<file path="config.mk">
export PLATFORM = sky130hd
export DESIGN_NAME = im_loader
export DESIGN_NICKNAME = d
export VERILOG_FILES = /design/src/rtl/glorb_pkg.sv /design/src/rtl/im_loader.sv
export SDC_FILE = /design/constraint.sdc
export NUM_CORES = 1
export LEC_CHECK = 0
export ABC_AREA = 1
export CAP_MARGIN = 15
export CORE_MARGIN = 2
export CORE_UTILIZATION = 44
export CTS_BUF_LIST = sky130_fd_sc_hd__clkbuf_16
export DETAILED_ROUTE_END_ITERATION = 16
export PLACE_DENSITY_LB_ADDON = 0.12
export SLEW_MARGIN = 25
export SYNTH_ARGS = -nofsm -noshare
export SYNTH_HDL_FRONTEND = slang
export SYNTH_SLANG_ARGS = --single-unit
</file>
<file path="constraint.sdc">
create_clock -name clk -period 1.6 [get_ports clk]
set_input_delay 0.24 -clock clk [delete_from_list [all_inputs] [get_ports clk]]
set_output_delay 0.24 -clock clk [all_outputs]
set_load 0.05 [all_outputs]
</file>
<file path="src/rtl/glorb_pkg.sv">
`default_nettype none
// ============================================================================
// Module      : glorb_pkg
// Description : Shared definitions for the instruction-memory loader:
//               default address/data widths and the loader state encoding.
// Revision    : 1.0 - initial release
// ============================================================================
package glorb_pkg;

    // Default instruction memory geometry: 16 words of 8 bits
    localparam int unsigned c_addr_w_default = 4;
    localparam int unsigned c_data_w_default = 8;

    // Loader states; CHECK and FAIL are only reachable with the checksum build
    typedef enum logic [2:0] {
        S_IDLE  = 3'd0,
        S_LOAD  = 3'd1,
        S_CHECK = 3'd2,
        S_RUN   = 3'd3,
        S_FAIL  = 3'd4
    } state_t;

endpackage
`default_nettype wire

</file>
<file path="src/rtl/im_loader.sv">
`default_nettype none
// ============================================================================
// Module      : im_loader
// Description : Streams a program of 2^ADDR_W words from a valid/ready byte
//               source into instruction memory, then holds the core run
//               enable high. A load_req pulse restarts the load from any
//               state. Optional trailing checksum byte is enabled by the
//               IM_LOADER_CHECKSUM_EN macro (the byte sum of every word
//               plus the checksum must be zero modulo 2^DATA_W).
// Revision    : 1.0 - initial release
// ============================================================================
module im_loader
    import glorb_pkg::*;
#(
    parameter int unsigned ADDR_W = c_addr_w_default,
    parameter int unsigned DATA_W = c_data_w_default
) (
    input  logic              clk,
    input  logic              rst_n,
    input  logic              load_req,
    input  logic              in_valid,
    input  logic [DATA_W-1:0] in_data,
    output logic              in_ready,
    output logic              im_we,
    output logic [ADDR_W-1:0] im_addr,
    output logic [DATA_W-1:0] im_wdata,
    output logic              start,
    output logic              busy,
    output logic              error
);

    state_t            r_state;
    logic [ADDR_W-1:0] r_cnt;
    logic              r_im_we;
    logic [ADDR_W-1:0] r_im_addr;
    logic [DATA_W-1:0] r_im_wdata;
    logic              r_start;

    logic              w_accept;
    logic              w_cnt_last;

`ifdef IM_LOADER_CHECKSUM_EN
    logic [DATA_W-1:0] r_sum;
    logic              r_error;
    logic [DATA_W-1:0] w_sum_next;

    // Running byte sum including the byte on the bus this cycle
    assign w_sum_next = r_sum + in_data;
    assign error      = r_error;
`else
    assign error      = 1'b0;
`endif

    // A pending restart request blocks the handshake so the restart wins
    assign in_ready   = ((r_state == S_LOAD) || (r_state == S_CHECK)) && !load_req;
    assign w_accept   = in_valid && in_ready;
    assign w_cnt_last = (r_cnt == {ADDR_W{1'b1}});

    assign busy       = (r_state == S_LOAD) || (r_state == S_CHECK);
    assign im_we      = r_im_we;
    assign im_addr    = r_im_addr;
    assign im_wdata   = r_im_wdata;
    assign start      = r_start;

    // Loader FSM: counts accepted bytes, registers memory writes, gates run enable
    always_ff @(posedge clk or negedge rst_n) begin
        if (!rst_n) begin
            r_state    <= S_IDLE;
            r_cnt      <= '0;
            r_im_we    <= 1'b0;
            r_im_addr  <= '0;
            r_im_wdata <= '0;
            r_start    <= 1'b0;
`ifdef IM_LOADER_CHECKSUM_EN
            r_sum      <= '0;
            r_error    <= 1'b0;
`endif
        end else begin
            // Write strobe is a single-cycle pulse per accepted byte
            r_im_we <= 1'b0;
            if (load_req) begin
                r_state <= S_LOAD;
                r_cnt   <= '0;
                r_start <= 1'b0;
`ifdef IM_LOADER_CHECKSUM_EN
                r_sum   <= '0;
                r_error <= 1'b0;
`endif
            end else begin
                case (r_state)
                    S_IDLE: begin
                        r_state <= S_IDLE;
                    end
                    S_LOAD: begin
                        if (w_accept) begin
                            r_im_we    <= 1'b1;
                            r_im_addr  <= r_cnt;
                            r_im_wdata <= in_data;
                            r_cnt      <= r_cnt + 1'b1;
`ifdef IM_LOADER_CHECKSUM_EN
                            r_sum      <= w_sum_next;
                            if (w_cnt_last) begin
                                r_state <= S_CHECK;
                            end
`else
                            if (w_cnt_last) begin
                                r_state <= S_RUN;
                            end
`endif
                        end
                    end
                    // Entering RUN one edge before start rises lets the final write land first
                    S_RUN: begin
                        r_start <= 1'b1;
                    end
`ifdef IM_LOADER_CHECKSUM_EN
                    // Checksum byte is consumed but never written to memory
                    S_CHECK: begin
                        if (w_accept) begin
                            if (w_sum_next == '0) begin
                                r_state <= S_RUN;
                            end else begin
                                r_state <= S_FAIL;
                                r_error <= 1'b1;
                            end
                        end
                    end
                    S_FAIL: begin
                        r_error <= 1'b1;
                    end
`endif
                    default: begin
                        r_state <= S_IDLE;
                    end
                endcase
            end
        end
    end

endmodule
`default_nettype wire

</file>
; ---- After elaboration in Yosys (flattened, before gate mapping)
; Index checks and enable logic that the tools add are counted.
[classes]
n_addsub = 1
n_bitwise = 1
n_reduce_logical = 10
n_eq_ne = 7
n_mux = 12
[ops]
columns = operator, n
row1 = $mux 4, 3
row2 = $mux 3, 3
row3 = $eq 3x2->1 const B, 2
row4 = $ne 3x3->1 const B, 2
row5 = $pmux 3 s2, 1
row6 = $reduce_and 3->1, 2
row7 = $reduce_bool 2->1, 3
row8 = $mux 1, 5
row9 = $add 4x1->4 const B, 1
row10 = $eq 4x4->1 const B, 1
row11 = $eq 3x1->1 const B, 1
row12 = $logic_and 1x1->1, 2
row13 = $ne 2x2->1 const B, 1
row14 = $reduce_and 2->1, 1
row15 = $logic_not 1->1, 1
row16 = $logic_or 1x1->1, 1
row17 = $not 1->1, 1
[word_totals]
input_bits = 12
ff_bits = 21

; ---- Logic depth before layout (Yosys ltp)
; Gate-level depths: netlist (run 1).
[logic_depth]
word_depth = 7
mapped_depth = 8

; ---- Worst setup path before layout (run 1)
; No wires, ideal clock.
[synth_timing]
path_type = reg2reg
startpoint = reg r_state[0]
endpoint = reg r_im_addr[1] (netlist: im_addr[1])
path_stages_with_launch = 7
setup_slack_ns = -0.015
setup_ns = 0.118
path_buffers = 1
arrival_ns = 1.497
synth_period_minus_slack_ns = 1.615
required_ns = 1.482
cell_sequence = dfrtp_1 ha_1 nor2_4 nand3_4 buf_4 nand2_1 nand2_1
[synth_between]
elab_chain_len = 5
[synth_rtl]
columns = element, line
row1 = "start, declared", im_loader.sv:32  ; state_t r_state;
row2 = "start signal, assigned", im_loader.sv:68  ; r_state <= S_IDLE;
row3 = "start signal, assigned", im_loader.sv:82  ; r_state <= S_LOAD;
row4 = "start signal, assigned", im_loader.sv:92  ; r_state <= S_IDLE;
row5 = $eq 3x1->1 / $eq 3x2->1 (equally long branches), im_loader.sv:55  ; assign in_ready = ((r_state == S_LOAD) || (r_state == S_CHECK)) && !load_req;
row6 = $logic_or 1x1->1 (*), im_loader.sv:55
row7 = $logic_and 1x1->1 (*), im_loader.sv:55
row8 = named net in_ready, im_loader.sv:23  ; output logic in_ready,
row9 = $logic_and 1x1->1 (*), im_loader.sv:56  ; assign w_accept = in_valid && in_ready;
row10 = $reduce_and 3->1 (no source line) (*), n/a
row11 = "end signal, assigned", im_loader.sv:97  ; r_im_addr <= r_cnt;
row12 = "end, declared", im_loader.sv:35  ; logic [ADDR_W-1:0] r_im_addr;
; The timed path passes the listed nets; every way through them passes the cells marked *.
; A chain may end at the register's enable or synchronous reset.

; ---- Worst setup path in the final report (run 1)
[layout_timing]
startpoint = reg r_state[1]
endpoint = out in_ready
[layout_between]
elab_chain_len = 3
[layout_rtl]
columns = element, line
row1 = $eq 3x1->1 / $eq 3x2->1 (equally long branches), im_loader.sv:55
row2 = $logic_or 1x1->1 (*), im_loader.sv:55
row3 = $logic_and 1x1->1 (*), im_loader.sv:55
row4 = "end, declared", im_loader.sv:23
; Mark *: on every way between the ends. The rest lies on a longest branch, timed or not.

==> results of run 1 <==
-- critical path, delay by kind of cell, from the launching register on --
family,cells,cell delay [ps]
flops,1,370
buf+inv,2,260
fa+ha+maj,1,220
simple gates,1,170
-- report_power, final --
group / internal (mW) / switching [mW] / leakage [nW] / total (mW)
sequential: 0.578 / 0.0424 / 0.259 / 0.621
clock: 0.329 / 0.160 / 0.0370 / 0.489
combinational: 0.155 / 0.349 / 0.381 / 0.503
-- synth_stat cells, drive strengths merged --
master / instances / share of area (%)
nand2: 51 / 21
dfrtp: 20 / 55
inv: 8 / 3.6
nor2: 7 / 4.5
nand3: 5 / 4.1
buf: 3 / 3.3
ha: 3 / 4.1
nand4: 3 / 2.1
o21ai: 2 / 1.1
conb: 1 / 0.41
or2: 1 / 0.69
-- layout make-up --
cell class	instances	area [sq um]
clock buffers	3	75.1
fillers	167	681
flip-flops and latches	20	500
well taps	27	33.8
multi-input cells	73	362
inverters	8	32.5
repair buffers	30	278
-- layer usage --
metal / track usage [%] / vias to the layer above
met5: 0 / -
met1: 20.7 / 348
li1: - / 380
met3: 4.55 / 5
met2: 26.7 / 29
met4: 9.72 / 0
-- through the flow --
step | hold WS (ps) | cell area (sq um)
CTS | 338 | 1280
global route | 361 | 1280
floorplan | -55.6 | 925
finish | 336 | 1280
global placement | 463 | 1210
detailed placement | 471 | 1210
-- final timing paths --
check	start	to	slack [ps]	depth (start not counted)
worst max-delay path	r_state[1]	in_ready	90	4
worst min-delay path	rst_n	im_wdata[4]	340	2
worst max register to register	r_state[1]	im_addr[3]	180	7
worst min register to register	im_wdata[6]	im_wdata[6]	480	2
max in group asynchronous	rst_n	im_wdata[1]	1060	2
min in group clk	im_wdata[6]	im_wdata[6]	480	2
-- flip-flops by register name, summed over array words and instances, names as in the netlist --
register / count
im_addr: 4
im_we: 1
r_cnt: 4
im_wdata: 8
r_state: 2
start: 1
-- cells by family (layout without fill, tap and decap cells) --
logic type      count (synthesis)  after routing
flops                          20             20
simple gates                   67             67
buf+inv                        11             41
other cells                     1              1
fa+ha+maj                       3              3
compound gates                  2              2
-- cells in the final DEF (no fill, tap or decap), types with 3 or more instances in the layout --
| cell type | synthesis | final |
|---|---|---|
| nand3_1 | 4 | 4 |
| dfrtp_1 | 20 | 20 |
| inv_1 | 7 | 7 |
| nand4_1 | 3 | 3 |
| clkbuf_16 | 0 | 3 |
| buf_4 | 2 | 17 |
| nor2_1 | 5 | 5 |
| clkdlybuf4s50_1 | 0 | 11 |
| nand2_1 | 50 | 50 |
==> key figures, run 1 <==
Power and ir drop
  • Pwr dens: between 1000 and 1500 nW/um^2
  • Worst IR drop on VDD: around 0.7 mV
  • Overall Power: around 1.6 mW
  • Lkg Pwr: around 0.68 nW

Setup path
  • Slowest CP cell: dfrtp_1
  • CP Max Fanout: 3
  • CP endpoint kind: primary output
  • WP data required: approximately 1400 ps
  • Critical path class: flip-flop to primary output
  • Largest stage delay, worst path: 370 ps
  • Crit-path cells: inv_1 > ha_4 > nor2_4 > buf_12
  • CP startpoint kind: flip-flop
  • Crit path arrival time: approximately 1300 ps

Cells and area
  • Layout cells sized above 1: a little over a fifth
  • Post-Layout Cell Count: about 160
  • ANT cells: 0
  • Final #Nets: between 150 and 200
  • Area Overhead vs Synth: 40.5%
  • Final core occ: approximately two thirds

Place
  • Placement Setup Slack: 155 ps
  • Detailed-placement wirelength estimate: ~1300 um
  • Inst Count DP: 158
  • IO Port Bufs: 27
  • GPL Wtd Cong: a little under 0.8

Route
  • Routed length on met2: 897 um
  • Detail Route Antenna Nets: 0
  • DR iter-0 viols: 15
  • Drt wl/cell: between 10 and 15 um
  • DR vias/cell: between 4 and 5
  • Met3 WL: about 140 um
  • M1 WL: approximately 740 um
  • Via count: roughly 760
  • DRC violations left: 0
  • Total Routed Length: between 1500 and 2000 um
  • 1st-pass router iterations: 4
  • Top Metal Used: met4

Clocking
  • Clock sink count: 20
  • TritonCTS Buffers: 3
  • Root Buffer Master: clkbuf_16
  • H-tree Lvls: 1
  • Cts repair resizes: 0
  • Setup bufs post-CTS: 0
  • Cts hold-fix bufs: 0
  • CTS tree: done
  • Clk Latency, worst-skew pair: roughly 250 ps
  • Clock slew at reported path FFs: around 50 ps
  • Clock tree buffer depth: 2

Logic synthesis
  • Synth cell types: 16
  • Synth warn: 0
  • Synthesized cell area: 912 sq um
  • Mapped Cells: 104
  • Post-synthesis sequential area ratio: between 50% and 60%
  • Post-synthesis simple-gate area fraction: between 30% and 40%
  • #FFs+latches synth: 20
  • Mux contribution to synthesized area: 0%
  • Largest family of logic cells by synthesized area: simple AND/OR/NAND/NOR gates
  • Compound-gate portion of the synthesized area: under 10%
  • Net count after synthesis: between 100 and 150
  • Post-Synth Adder-Cell Area: 4.12%
  • Mean Syn Cell Area: just under 9 sq um
  • XOR/XNOR share of the synthesized area: 0%

STA
  • Final Cycle Share: about 94%
  • Max-slew violations: 0
  • Setup TNS: 0 ps
  • Peak Freq: roughly 660 MHz
  • Fin crit period: 1510 ps
  • Final Hold Fails: 0
  • Skew final: roughly 1.2 ps
  • Setup WS post-layout: 91.0 ps
  • # setup viols final: 0
  • RSZ-0062 raised after global routing: false

Hold path
  • Hold WC Path Type: input pin to asynchronous set/reset pin

Global route
  • Largest net degree at the start of global routing: 21
  • Initial antenna violation count: 0
  • Overflow after GRT: 0
  • Number of global-route vias before repair: roughly 740
  • Gr usage total: approximately 17%
  • First-pass GRT wire length: approximately 3200 um

Die
  • Initial Utilization: approximately 46%
  • Die area: roughly 2500 sq um
  • Die Wd: 49.5 um
  • Die Y: around 50 um
  • IO Pins: 29
  • Num rows: 16
  • Core Box Area: 1960 sq um

Status
  • Status: complete, no violations

Job
  • Max Cap Violations: 0
Note: power is estimated with default switching activity, not from simulation.
==> run 2, diff against run 1 <==
- SKIP_CTS_REPAIR_TIMING: default -> 1
==> results of run 2 <==
Final layout, timing and power as in run 1 (identical DEF).
